$ cat src/rtl/fifo_ctrl_4x8_pkg.sv
// rtl/fifo_ctrl_4x8_pkg.sv - shared defaults and count-update helper for the FIFO controller
package fifo_ctrl_4x8_pkg;

    localparam int DEF_MAIN_SIZE = 4;
    localparam int DEF_DATA_SIZE = 8;
    localparam int DEF_MEM_DEPTH = 4;
    localparam int DEF_AF_THRESH = 3;
    localparam int DEF_AE_THRESH = 1;

    typedef enum logic [1:0] {
        CNT_HOLD = 2'd0,
        CNT_INC  = 2'd1,
        CNT_DEC  = 2'd2
    } cnt_op_e;

    function automatic int count_width(input int main_size);
        return main_size + 1;
    endfunction

    // Push and pop in the same cycle cancel out
    function automatic cnt_op_e cnt_op(input logic push_acc, input logic pop_acc);
        cnt_op_e op;
        op = CNT_HOLD;
        if (push_acc && !pop_acc)
            op = CNT_INC;
        else if (pop_acc && !push_acc)
            op = CNT_DEC;
        return op;
    endfunction

endpackage

$ cat src/rtl/fifo_ptr_wrap.sv
// rtl/fifo_ptr_wrap.sv - wrapping memory pointer register
module fifo_ptr_wrap #(
    parameter int MAIN_SIZE = 4,
    parameter int MEM_DEPTH = 4
) (
    input  logic                 clk,
    input  logic                 reset,
    input  logic                 inc,
    output logic [MAIN_SIZE-1:0] ptr
);

    localparam logic [MAIN_SIZE-1:0] LAST = MAIN_SIZE'(MEM_DEPTH - 1);

    always_ff @(posedge clk) begin
        if (reset)
            ptr <= '0;
        else if (inc)
            ptr <= (ptr == LAST) ? '0 : ptr + 1'b1;
    end

endmodule

$ cat src/rtl/fifo_ctrl_4x8.sv
// rtl/fifo_ctrl_4x8.sv - push/pop pointer and flag controller driving the 4x8 memory as a FIFO
module fifo_ctrl_4x8
    import fifo_ctrl_4x8_pkg::*;
#(
    parameter int MAIN_SIZE = DEF_MAIN_SIZE,
    parameter int DATA_SIZE = DEF_DATA_SIZE,
    parameter int MEM_DEPTH = DEF_MEM_DEPTH,
    parameter int AF_THRESH = DEF_AF_THRESH,
    parameter int AE_THRESH = DEF_AE_THRESH
) (
    input  logic                 clk,
    input  logic                 reset,
    input  logic                 push,
    input  logic [DATA_SIZE-1:0] data_in,
    input  logic                 pop,
    output logic [DATA_SIZE-1:0] data_out,
    output logic                 valid,
    output logic                 full,
    output logic                 empty,
    output logic                 almost_full,
    output logic                 almost_empty,
    output logic [MAIN_SIZE:0]   count,
    output logic                 overflow,
    output logic                 underflow,
    output logic                 mem_write,
    output logic                 mem_read,
    output logic [MAIN_SIZE-1:0] mem_wr_ptr,
    output logic [MAIN_SIZE-1:0] mem_rd_ptr,
    output logic [DATA_SIZE-1:0] mem_data_in,
    input  logic [DATA_SIZE-1:0] mem_data_out
);

    localparam int CW = count_width(MAIN_SIZE);

    logic                 push_acc;
    logic                 pop_acc;
    logic [MAIN_SIZE-1:0] wr_ptr;
    logic [MAIN_SIZE-1:0] rd_ptr;

    assign push_acc = push && !full;
    assign pop_acc  = pop && !empty;

    // Strobes are gated by reset so a stale request cannot corrupt memory
    assign mem_write   = push_acc && !reset;
    assign mem_read    = pop_acc && !reset;
    assign mem_wr_ptr  = wr_ptr;
    assign mem_rd_ptr  = rd_ptr;
    assign mem_data_in = data_in;

    fifo_ptr_wrap #(
        .MAIN_SIZE(MAIN_SIZE),
        .MEM_DEPTH(MEM_DEPTH)
    ) u_wr_ptr (
        .clk  (clk),
        .reset(reset),
        .inc  (mem_write),
        .ptr  (wr_ptr)
    );

    fifo_ptr_wrap #(
        .MAIN_SIZE(MAIN_SIZE),
        .MEM_DEPTH(MEM_DEPTH)
    ) u_rd_ptr (
        .clk  (clk),
        .reset(reset),
        .inc  (mem_read),
        .ptr  (rd_ptr)
    );

    always_ff @(posedge clk) begin
        if (reset) begin
            count     <= '0;
            valid     <= 1'b0;
            overflow  <= 1'b0;
            underflow <= 1'b0;
        end else begin
            case (cnt_op(push_acc, pop_acc))
                CNT_INC: count <= count + 1'b1;
                CNT_DEC: count <= count - 1'b1;
                default: count <= count;
            endcase
            valid <= pop_acc;
            if (push && full)
                overflow <= 1'b1;
            if (pop && empty)
                underflow <= 1'b1;
        end
    end

    assign full         = (count == CW'(MEM_DEPTH));
    assign empty        = (count == '0);
    assign almost_full  = (count >= CW'(AF_THRESH));
    assign almost_empty = (count <= CW'(AE_THRESH));

    // Memory read data is already registered, so it lines up with valid
    assign data_out = valid ? mem_data_out : '0;

endmodule

$ cat config.mk
export PLATFORM = sky130hd
export DESIGN_NAME = fifo_ctrl_4x8
export DESIGN_NICKNAME = d
export VERILOG_FILES = /design/src/rtl/fifo_ctrl_4x8_pkg.sv /design/src/rtl/fifo_ptr_wrap.sv /design/src/rtl/fifo_ctrl_4x8.sv
export SDC_FILE = /design/constraint.sdc
export NUM_CORES = 1
export LEC_CHECK = 0
export ABC_AREA = 1
export CAP_MARGIN = 10
export CELL_PAD_IN_SITES_DETAIL_PLACEMENT = 1
export CELL_PAD_IN_SITES_GLOBAL_PLACEMENT = 2
export CORE_ASPECT_RATIO = 1.1
export CORE_UTILIZATION = 19
export DETAILED_ROUTE_END_ITERATION = 12
export HOLD_SLACK_MARGIN = 0.08
export PLACE_DENSITY_LB_ADDON = 0.2
export SLEW_MARGIN = 15
export SYNTH_ARGS = -nofsm -noshare
export SYNTH_HDL_FRONTEND = slang
export SYNTH_SLANG_ARGS = --single-unit
$ cat constraint.sdc
create_clock -name clk -period 2.2 [get_ports clk]
set_input_delay 0.44 -clock clk [delete_from_list [all_inputs] [get_ports clk]]
set_output_delay 0.44 -clock clk [all_outputs]
set_load 0.1 [all_outputs]
---- Yosys cells after proc, flatten, opt, wreduce, memory -nomap -nowiden ----
Cells that the tools add are included.
word-level totals
  register bits after elaboration ......... 16
  bits in latches ......................... 0
  memory bits (writable) .................. 0
  ROM bits ................................ 0
  input port bits ......................... 20
  output and inout bits ................... 38
  logic and storage cells ................. 39
  memories ................................ 0
cells by class
  add/subtract/negate cells ............... 4
  multiply operators ...................... 0
  div/mod/pow operators ................... 0
  magnitude comparators ................... 2
  equality and inequality tests ........... 5
  shifts and indexed selects .............. 0
  mux-type cells .......................... 7
  bitwise gates (word level) .............. 0
  reduce and logical (&&, ||, !) cells .... 15
operator list
  cell                                                            number
  one-hot mux 5 bit (2 select lines)                              1
  adder 4 x 1 -> 4 bit, second input constant                     2
  equality test 4 x 2 -> 1 bit, second input constant             2
  logical AND 1 bit                                               8
  two-way mux 4 bit                                               2
  two-way mux 8 bit                                               1
  two-way mux 2 bit                                               3
  adder 5 x 1 -> 5 bit, second input constant                     1
  equality test 5 x 3 -> 1 bit, second input constant             1
  >= comparator 5 x 2 -> 1 bit, second input constant             1
  less-or-equal comparator 5 x 1 -> 1 bit, second input constant  1
  logical NOT 1 bit                                               5
  logical NOT 5 bit                                               1
  subtractor 5 x 1 -> 5 bit, second input constant                1
  equality test 2 x 1 -> 1 bit, second input constant             1
  equality test 2 bit, second input constant                      1
  nonzero test 2 bit                                              1

---- Longest topological paths before layout ----
Gate-level depths: netlist of run 1.
  depth after elaboration ................. 10
  mapped depth ............................ 15
  gate-level depth less buffers ........... 15

---- Cells and area by module ----
A second synthesis of run 1 with hierarchy kept.
unflattened totals
  cells, all modules ...................... 153
  area, all modules ....................... 1057.3 um^2
modules (own cells, without submodules)
  module         times used  cells an instance  area each (um^2)  seq. area each (um^2)
  fifo_ctrl_4x8  1           99                 676.9             160.2
  fifo_ptr_wrap  2           27                 190.2             80.1

---- Worst setup path after synthesis of run 1 ----
Ideal clock, no wire load.
  path type ............................... register -> output
  start point ............................. reg count[0]
  end point ............................... out almost_empty
  arrival time ............................ 3355 ps
  data required time ...................... 1760 ps
  path slack .............................. -1595 ps
  cell stages (with the launch flop) ...... 4
  path buffers ............................ 0
  path through ............................ dfxtp_1 -> ha_1 -> a21oi_1 -> nor3_1
on the way
  longest elaborated chain between the ends .. 1
ends and longest elaborated chain
  what                                     line                 RTL
  start: declaration                       fifo_ctrl_4x8.sv:22  output logic [MAIN_SIZE:0] count,
  start signal: assignment                 fifo_ctrl_4x8.sv:78  CNT_INC: count <= count + 1'b1;
  start signal: assignment                 fifo_ctrl_4x8.sv:79  CNT_DEC: count <= count - 1'b1;
  start signal: assignment                 fifo_ctrl_4x8.sv:80  default: count <= count;
  less-or-equal comparator 5 x 1 -> 1 bit  fifo_ctrl_4x8.sv:93  assign almost_empty = (count <= CW'(AE_THRESH));
  end: declaration                         fifo_ctrl_4x8.sv:21  output logic almost_empty,
Every way passes these cells.

---- Worst setup path after layout of run 1 ----
  start point ............................. reg count[0]
  end point ............................... out mem_write
on the way
  longest elaborated chain between the ends .. 4
ends and longest elaborated chain
  what                          line                 RTL
  equality test 5 x 3 -> 1 bit  fifo_ctrl_4x8.sv:90  assign full = (count == CW'(MEM_DEPTH));
  logical NOT 1 bit             fifo_ctrl_4x8.sv:40  assign push_acc = push && !full;
  logical AND 1 bit             fifo_ctrl_4x8.sv:40
  logical AND 1 bit             fifo_ctrl_4x8.sv:44  assign mem_write = push_acc && !reset;
  end: declaration              fifo_ctrl_4x8.sv:25  output logic mem_write,
Every way passes these cells.

==> impl_metrics.toml, run 1 <==
[sta]
slew_violations = 0
period_needed_ns = 2.05
fin_crit_sh_pct = 93.1
final-hold-violation-count = 0
relSlewSlack_pct = 82.6
hold_ws_ns = 0.456
worst-slew-pin-transition_ns = 0.258
fmax_mhz = 488
finalSetupTns_ns = 0
clock_skew_ns = 0.00891
finalSetupViolCount = 0
grt_setup_unrepaired = "no"

[logic_synthesis]
synth-xor-area-share_pct = 2.46
synth.largest_area_cell = "dfxtp_1"
ys_types = 24
synth_simple_gate_area_share_pct = 30.6
synth_seq_area_share_pct = 30.0
synth_compound_area_share_pct = 11.0
yosys_warnings = 0
synth_top_area_share_pct = 30.0
synth_top_family_by_area = "simple AND/OR/NAND/NOR gates"
async_reset_ff_share_pct = 0
synth-main-ff-cell = "dfxtp_1"
synth_edf_count = 0
syn_nets = 187
synth_area_um2 = 1070
synth_commonest_cells = "nand2_1, inv_1, a21oi_1, dfxtp_1, nand3_1"
avgSynthCellArea_um2 = 6.67
synth_mux_area_share_pct = 0
synthCells = 160
synth_area_leaders = "dfxtp_1, nand2_1, inv_1, ha_1, a21oi_1"
synth_adder_area_share_pct = 8.21
yosysMostFrequentCell = "nand2_1"
ys_ff_latch = 16

[placed_design]
routabilityCongestion = 0.790
dpl.cell_count = 269
port_buffers = 41
dpl_cell_area_um2 = 1660
dp_hpwl_um = 2690

[clock_network]
clock_path_buffers = 2
post_cts_buffers = 0
cts.sinks = 16
numCtsBuffers = 3
clk_latency_ns = 0.26
clockRootBuffer = "clkbuf_8"
cts_tree = "done"
cts.clk_slew.worst_paths_ns = 0.08
htreeDepth = 1
hold_buffers = 0

[routing]
drtIter0Drc = 21
antenna_left = 0
vias = 1130
wirelength_um = 3260
via_per_inst = 4.14
drc_errors = 0
dr.pass1.iters = 4
wire_per_inst_um = 11.9

[run_status]
status = "complete, no violations"

[finish]
fill_cells = 673
num-nets-final = 226
antenna_cells = 0
layoutNonFillerInstCount = 273
drive_above_1_share_pct = 30.3
final_area_um2 = 1720
area_delta_synth_final_pct = 61.4

[worst_setup_path]
critPathLaunchType = "register"
crit_fanout = 6
cpPeakStageDelay_ns = 0.37
startpoint = "count[0]$_SDFFE_PP0P_"
crit_end = "mem_write"
rr_endpoint = "count[2]$_SDFFE_PP0P_"
r2r-start = "count[0]$_SDFFE_PP0P_"
r2r_slack_ns = 0.21
worstPathArrival_ns = 1.61
crit_path_cell_trace = "inv_1 -> ha_1 -> inv_1 -> nor2_2 -> nand2_2 -> nand3_2 -> clkinvlp_4 -> buf_12"
crit_path_frequent_cell = "inv_1"
critPathCaptureType = "primary output"
reg2reg_depth = 13
crit_required_ns = 1.76
path_class = "reg2out"
slowest_stage = "dfxtp_4"

[grt]
grt_max_degree = 10
globalRouteTotalUtil_pct = 11.6
grt-ovfl-total = 0
grt_pass1_vias = 1172
grt_pass1_wl_um = 5220
antenna_found_initial = 0

[power_and_ir_drop]
peakVddDrop_uv = 594
p_switching_w = 0.00167
clockPowerShare_pct = 10.1
p_comb_share_pct = 73.6
switching_share_pct = 59.9
p_int_w = 0.00112
p_leak_nw = 0.838
pwr-share-seq_pct = 16.3
powerDensity_nw_per_um2 = 1620

[floorplanning]
core_um2 = 5400
dieWidth_um = 73.5
dieArea_um2 = 5920
io_pins = 58
rows = 28
initial_utilization_pct = 19.8
die_h_um = 80.6

[worst_hold_path]
hold_path_class = "reg2reg"

[run]
max_cap_viol_count = 0
[kinds of logic after synthesis]
group                    after synthesis
adder cells (fa/ha/maj)                7
AO/OA/AOI/OAI                         23
flip-flops                            16
AND/OR/NAND/NOR                       70
buffers and inverters                 41
XOR/XNOR                               3
[how the worst min path moves through the flow]
stage | from | to | slack, ns | cells past startpoint
after global routing | underflow$_SDFFE_PP0P_ | underflow$_SDFFE_PP0P_ | 0.49 | 2
after CTS | underflow$_SDFFE_PP0P_ | underflow$_SDFFE_PP0P_ | 0.46 | 2
after global placement | underflow$_SDFFE_PP0P_ | underflow$_SDFFE_PP0P_ | 0.44 | 2
after floorplan | pop | underflow$_SDFFE_PP0P_ | 0.58 | 2
final | underflow$_SDFFE_PP0P_ | underflow$_SDFFE_PP0P_ | 0.46 | 2
after detailed placement | underflow$_SDFFE_PP0P_ | underflow$_SDFFE_PP0P_ | 0.45 | 2
[repair_timing]
action                                  CTS  global route
gates resized for setup                   0             3
endpoints found under the hold margin     0             0
endpoints found under the setup margin    0             2
[per-layer routing]
metal / wire length (um) / part of all wire [%] / global-route usage [%] / vias to the layer above
met5: 0 / 0 / 0 / -
met4: 76 / 2.3 / 6.15 / 0
met3: 228 / 7.0 / 2.63 / 9
met2: 1590 / 49 / 20.6 / 42
met1: 1360 / 42 / 12.6 / 516
li1: - / - / - / 563
[worst max-delay path: cells and delay by family, from the launching register on]
kind	cells	cell delay (ns)
buffers and inverters	4	0.41
and+or+nand+nor	3	0.39
DFF	1	0.37
adders and majority gates	1	0.17
[power by group through the flow]
| stage | Combinational [W] | Clock (W) | Sequential [W] |
|---|---|---|---|
| 2_1_floorplan | 0.00111 | 0 | 0.000849 |
| 3_3_place_gp | 0.00205 | 0 | 0.000460 |
| 3_5_place_dp | 0.00207 | 0 | 0.000462 |
| 4_1_cts | 0.00207 | 0.000292 | 0.000457 |
| 5_1_grt | 0.00216 | 0.000305 | 0.000469 |
| 6_report | 0.00206 | 0.000283 | 0.000455 |
[stage by stage]
step	total power [W]	utilization (%)	setup WS, ns
finish	0.00279	31.9	0.153
global route	0.00293	31.9	0.00379
CTS	0.00282	31.8	0.0411
detailed placement	0.00253	30.8	0.0792
global placement	0.00251	30.8	0.169
floorplan	0.00196	-	0.0794
[state kept, by name, indices dropped and copies added, names as in the netlist]
register / flops
u_wr_ptr.ptr: 4
overflow: 1
u_rd_ptr.ptr: 4
count: 5
underflow: 1
valid: 1
[cell type report]
cell class / instances / area [um2] / share of cell area [%]
clock buffer: 4 / 55.1 / 3.20
tap: 75 / 93.8 / 5.45
inverter: 30 / 116 / 6.75
multi-input combinational: 103 / 584 / 33.9
sequential: 16 / 333 / 19.3
timing repair buffer: 45 / 541 / 31.4
[cell usage in the layout, fill, tap and decap left out, drive strengths merged]
master	netlist	final
nand2	40	40
nand3	12	12
xnor2	1	1
buf	10	34
o21ai	6	6
nor3	1	1
xor2	2	2
a21oi	16	16
or2	2	2
clkdlybuf4s50	0	11
clkinvlp	0	1
dfxtp	16	16
clkbuf	1	4
inv	30	29
o21a	1	1
ha	7	7
nand4	2	2
nor2	13	13
No activity file was read; power rests on OpenSTA's default activity.
==> run 2, diff against run 1 <==
--- a/config.mk
+++ b/config.mk
@@ -5,12 +5,12 @@
 export SDC_FILE = /design/constraint.sdc
 export NUM_CORES = 1
 export LEC_CHECK = 0
-export ABC_AREA = 1
 export CAP_MARGIN = 10
 export CELL_PAD_IN_SITES_DETAIL_PLACEMENT = 1
 export CELL_PAD_IN_SITES_GLOBAL_PLACEMENT = 2
-export CORE_ASPECT_RATIO = 1.1
+export CORE_ASPECT_RATIO = 1.5
 export CORE_UTILIZATION = 19
+export CTS_CLUSTER_DIAMETER = 100
 export DETAILED_ROUTE_END_ITERATION = 12
 export HOLD_SLACK_MARGIN = 0.08
 export PLACE_DENSITY_LB_ADDON = 0.2
==> impl_metrics.toml, run 2 <==
[run_status]
status = "complete, no violations"

[worst_setup_path]
reg2reg_depth = 9
path_class = "reg2reg"
critPathCaptureType = "register"
startpoint = "count[0]$_SDFFE_PP0P_"
rr_endpoint = "count[3]$_SDFFE_PP0P_"
critPathLaunchType = "register"
crit_fanout = 6
worstPathArrival_ns = 2.31
crit_end = "count[3]$_SDFFE_PP0P_"
crit_required_ns = 2.34
r2r_slack_ns = 0.03
r2r-start = "count[0]$_SDFFE_PP0P_"

[finish]
antenna_cells = 0
area_delta_synth_final_pct = 83.6
largest_register_ffs = 5
final_cell_mix = "buf_4, buf_12, a21oi_1, clkdlybuf4s50_1, dfxtp_1"
num-nets-final = 198
regMostFlops = "count"
fill_cells = 582
final_common_cell = "buf_4"
ff_latch_area_um2 = 332
top_regs = "count (5), u_rd_ptr.ptr (4), u_wr_ptr.ptr (4)"
final_area_um2 = 1810
drive_above_1_share_pct = 48.8
multi_input_area_um2 = 634

[power_and_ir_drop]
p_leak_nw = 0.754
p_comb_share_pct = 77.8
powerDensity_nw_per_um2 = 1630
p_switching_w = 0.00165
p_int_w = 0.00130
switching_share_pct = 56.0
clockPowerShare_pct = 8.1
peakVddDrop_uv = 1110
pwr-share-seq_pct = 14.0

[logic_synthesis]
ys_types = 34
avgSynthCellArea_um2 = 8.55
synth_commonest_cells = "dfxtp_1, a21oi_1, nor2_1"
syn_nets = 142
async_reset_ff_share_pct = 0
yosysMostFrequentCell = "dfxtp_1"
synth_area_um2 = 983
synthCells = 115
synth.largest_area_cell = "dfxtp_1"
synth-main-ff-cell = "dfxtp_1"
yosys_warnings = 0
ys_ff_latch = 16
synth_seq_area_share_pct = 32.6
synth_edf_count = 0
synth_top_area_share_pct = 32.6
synth_area_leaders = "dfxtp_1, ha_1, a21oi_1, buf_4, and2_1"

[sta]
final-hold-violation-count = 0
grt_setup_unrepaired = "yes"
fmax_mhz = 461
slew_violations = 0
relSlewSlack_pct = 81.5
hold_ws_ns = 0.476
clock_skew_ns = 0.00279
period_needed_ns = 2.17
fin_crit_sh_pct = 98.7
finalSetupTns_ns = 0
fin_ws_ns = 0.0289
finalSetupViolCount = 0
worst-slew-pin-transition_ns = 0.276

[routing]
vias = 1068
dr.pass1.iters = 4
drc_errors = 0
via_per_inst = 4.53
antenna_left = 0
wire_per_inst_um = 13.4
drtIter0Drc = 7
wirelength_um = 3160

[grt]
grt_max_degree = 11
grt_pass1_wl_um = 5030
antenna_found_initial = 0
grt_pass1_vias = 1123
grt-ovfl-total = 0
globalRouteTotalUtil_pct = 12.4

[floorplanning]
die_h_um = 90.1
dieWidth_um = 60.7
io_pins = 58
rows = 31
initial_utilization_pct = 20.1
core_um2 = 4890
dieArea_um2 = 5470

[clock_network]
cts_tree = "done"
cts.clk_slew.worst_paths_ns = 0.07
clock_path_buffers = 2
clockRootBuffer = "clkbuf_8"
numCtsBuffers = 3
clk_latency_ns = 0.25
cts.sinks = 16
hold_buffers = 0
htreeDepth = 1

[placed_design]
routabilityCongestion = 0.739
dp_hpwl_um = 2580
pre_cts_ws_ns = -0.166
dpl_cell_area_um2 = 1720
port_buffers = 41

[worst_hold_path]
hold_path_class = "reg2reg"

[run]
max_cap_viol_count = 0
## run 2: cell count changes in the layout (fill, tap and decap cells not counted), sizes merged, moves of 3 or more
cell	previous run	this run
nand2	40	4
a21oi	16	13
or4b	0	3
inv	29	7
nand3	12	3
buf	34	50
and2	0	8
## run 2: area by class of cell
cell class	count	area share [%]
repair buffers	61	37.0
clock buffers	4	2.49
inverters	7	2.43
flip-flops and latches	16	18.4
multi-input cells	82	35.1
well taps	66	4.57
## run 2: power by group through the flow
stage	Clock, W	Combinational [W]	Sequential (W)
after floorplan	0	0.00113	0.000844
after global placement	0	0.00221	0.000419
after detailed placement	0	0.00223	0.000424
after CTS	0.000250	0.00230	0.000417
after global routing	0.000261	0.00239	0.000426
final	0.000240	0.00229	0.000413
## run 2: cells by family (layout without fill, tap and decap cells)
kind of cell | Yosys count | in the layout | synth area share, %
compound gates | 27 | 27 | 17.2
flops | 16 | 16 | 32.6
simple gates | 43 | 43 | 26.5
fa+ha+maj | 7 | 7 | 8.91
xor+xnor | 2 | 2 | 1.78
buf+inv | 17 | 72 | 9.80
mux | 3 | 3 | 3.31
## run 2: worst min-delay path by stage
| stage | start | to | slack [ns] | cells after the start |
|---|---|---|---|---|
| after floorplan | push | overflow$_SDFFE_PP0P_ | 0.58 | 2 |
| after global placement | underflow$_SDFFE_PP0P_ | underflow$_SDFFE_PP0P_ | 0.45 | 2 |
| after detailed placement | underflow$_SDFFE_PP0P_ | underflow$_SDFFE_PP0P_ | 0.48 | 2 |
| after CTS | underflow$_SDFFE_PP0P_ | underflow$_SDFFE_PP0P_ | 0.49 | 2 |
| after global routing | underflow$_SDFFE_PP0P_ | underflow$_SDFFE_PP0P_ | 0.53 | 2 |
| final | underflow$_SDFFE_PP0P_ | underflow$_SDFFE_PP0P_ | 0.48 | 2 |
## run 2: metal layers
layer / routed length (um) / vias up / global-route usage [%]
met1: 1130 / 509 / 11.6
met2: 1770 / 38 / 23.8
met4: 63 / 0 / 5.49
met5: 0 / - / 0
li1: - / 512 / -
met3: 201 / 9 / 2.45
## run 2: what timing repair did
action | CTS | global route
setup buffers | 2 | 2
endpoints found under the setup margin | 5 | 2
pin swaps | 1 | 3
gates resized for setup | 4 | 1
gates cloned | 0 | 0
## run 2: metrics by stage
step / util (%) / cells / total power (W)
floorplan: - / 115 / 0.00198
global placement: 35.2 / 229 / 0.00263
detailed placement: 35.2 / 229 / 0.00266
CTS: 36.6 / 234 / 0.00296
global route: 36.9 / 236 / 0.00308
finish: 36.9 / 236 / 0.00295
## run 2: worst max-delay path, stage by stage (launching register included)
cell and delay [ns]:
dfxtp_4 0.36, inv_4 0.04, ha_4 0.14, or4b_4 0.25
inv_12 0.04, nor2_4 0.11, ha_4 0.18, or4b_4 0.46
a21oi_2 0.17, mux2_4 0.31
==> run 3, diff against run 2 <==
--- a/config.mk
+++ b/config.mk
@@ -13,7 +13,8 @@
 export CTS_CLUSTER_DIAMETER = 100
 export DETAILED_ROUTE_END_ITERATION = 12
 export HOLD_SLACK_MARGIN = 0.08
-export PLACE_DENSITY_LB_ADDON = 0.2
+export PLACE_DENSITY_LB_ADDON = 0.1
+export SETUP_SLACK_MARGIN = 0.2
 export SLEW_MARGIN = 15
 export SYNTH_ARGS = -nofsm -noshare
 export SYNTH_HDL_FRONTEND = slang
==> impl_metrics.toml, run 3 (synthesis results as in run 2) <==
[run_status]
status = "complete, no violations"

[placed_design]
pre_cts_ws_ns = -0.116
port_buffers = 41
dp_hpwl_um = 2510
routabilityCongestion = 0.725

[worst_setup_path]
path_delay_family = "simple AND/OR/NAND/NOR gates"
path_class = "reg2out"
critPathLaunchType = "register"
worstPathArrival_ns = 1.75
critPathCaptureType = "primary output"
cpPeakStageDelay_ns = 0.52
crit_fanout = 9
slowest_stage = "or4b_4"
crit_path_cell_trace = "inv_4 -> ha_4 -> or4b_4 -> inv_12 -> buf_6 -> nor3_4 -> buf_12"
crit_required_ns = 1.76
crit_buf_inv = 4

[floorplanning]
dieWidth_um = 60.7
initial_utilization_pct = 20.1
dieArea_um2 = 5470
io_pins = 58
rows = 31
core_um2 = 4890
die_h_um = 90.1

[clock_network]
clock_path_buffers = 2
cts.clk_slew.worst_paths_ns = 0.07
cts.sinks = 16
clockRootBuffer = "clkbuf_8"
clk_latency_ns = 0.25
hold_buffers = 0
cts_tree = "done"
htreeDepth = 1
numCtsBuffers = 3

[sta]
slew_violations = 0
final-hold-violation-count = 0
relSlewSlack_pct = 78.7
hold_ws_ns = 0.471
clock_skew_ns = 0.00416
grt_setup_unrepaired = "yes"
worst-slew-pin-transition_ns = 0.318
finalSetupViolCount = 0
fin_ws_ns = 0.00669
period_needed_ns = 2.19
fmax_mhz = 456
fin_crit_sh_pct = 99.7

[routing]
drc_errors = 0
wire_per_inst_um = 13.4
drtIter0Drc = 33
antenna_left = 0
via_per_inst = 4.52
vias = 1062
wirelength_um = 3150
dr.pass1.iters = 2

[power_and_ir_drop]
p_switching_w = 0.00167
pwr-share-seq_pct = 13.8
powerDensity_nw_per_um2 = 1610
peakVddDrop_uv = 1320
p_int_w = 0.00133
clockPowerShare_pct = 8.9
switching_share_pct = 55.7
p_comb_share_pct = 77.2
p_leak_nw = 0.760

[finish]
regMostFlops = "count"
top_regs = "count (5), u_rd_ptr.ptr (4), u_wr_ptr.ptr (4)"
final_cell_mix = "buf_4, buf_12, clkdlybuf4s50_1"
final_common_cell = "buf_4"
num-nets-final = 197
fill_cells = 578
area_delta_synth_final_pct = 89.7
largest_register_ffs = 5
antenna_cells = 0
drive_above_1_share_pct = 47.9

[run]
max_cap_viol_count = 0

[grt]
grt_pass1_vias = 1072
globalRouteTotalUtil_pct = 12.4
gr-usage-met1_pct = 12.2
use_met3_pct = 2.16
antenna_found_initial = 0
busiest_layer = "met2"
grt_max_degree = 19
grt-ovfl-total = 0
use_met2_pct = 23.3
grt_pass1_wl_um = 5030

[worst_hold_path]
hold_path_class = "reg2reg"
run 3: cell types whose count changed in the layout (fill, tap and decap cells not counted), moves of 2 or more:
cell,change
buf_4,-5
buf_6,+5
dfxtp_4,+2
a21oi_1,-2
and2_2,-7
a21oi_2,+2
and2_1,+7
run 3: repair_timing:
action,4_1_cts,5_1_grt
buffers inserted,3,0
setup endpoints to repair,6,8
pin swaps,11,6
endpoints found under the hold margin,0,0
resized for setup,12,6
run 3: worst paths after layout:
check	end	slack, ns	startpoint	cells after the start
setup reg to reg	count[4]$_SDFFE_PP0P_	0.007	count[1]$_SDFFE_PP0P_	10
setup / recovery	mem_read	0.007	count[1]$_SDFFE_PP0P_	7
hold / removal	underflow$_SDFFE_PP0P_	0.47	underflow$_SDFFE_PP0P_	2
hold reg to reg	underflow$_SDFFE_PP0P_	0.47	underflow$_SDFFE_PP0P_	2
run 3: power by group through the flow:
stage	Clock [W]	Combinational (W)	Sequential (W)
3_3_place_gp	0	0.00221	0.000421
2_1_floorplan	0	0.00113	0.000847
3_5_place_dp	0	0.00223	0.000425
4_1_cts	0.000286	0.00231	0.000418
5_1_grt	0.000299	0.00243	0.000427
6_report	0.000268	0.00232	0.000416
run 3: stage by stage:
stage	instance area (um2)	instances	setup TNS, ns	utilization [%]	total power (W)
after floorplan	1070	115	-0.732	-	0.00198
after global placement	1720	228	-0.140	35.1	0.00263
after detailed placement	1720	228	-0.198	35.1	0.00265
after CTS	1840	235	-0.0568	37.7	0.00302
after global routing	1870	235	-0.215	38.2	0.00316
final	1870	235	0	38.2	0.00300
run 3: routing by layer:
metal	vias up	wire length (um)
met4	0	65
met2	34	1730
met5	-	0
met3	9	205
met1	511	1150
li1	508	-
run 3: layout make-up:
cell class,instances,area (um2),area share [%]
timing repair buffer,60,672,36.0
inverter,7,51.3,2.75
multi-input combinational,82,667,35.7
tap,66,82.6,4.43
clock buffer,4,55.1,2.95
sequential,16,338,18.1
run 3: worst min-delay path, stage by stage (launching register included):
cell and delay (ns):
dfxtp_1 0.33, a21oi_1 0.04, nor2_1 0.07
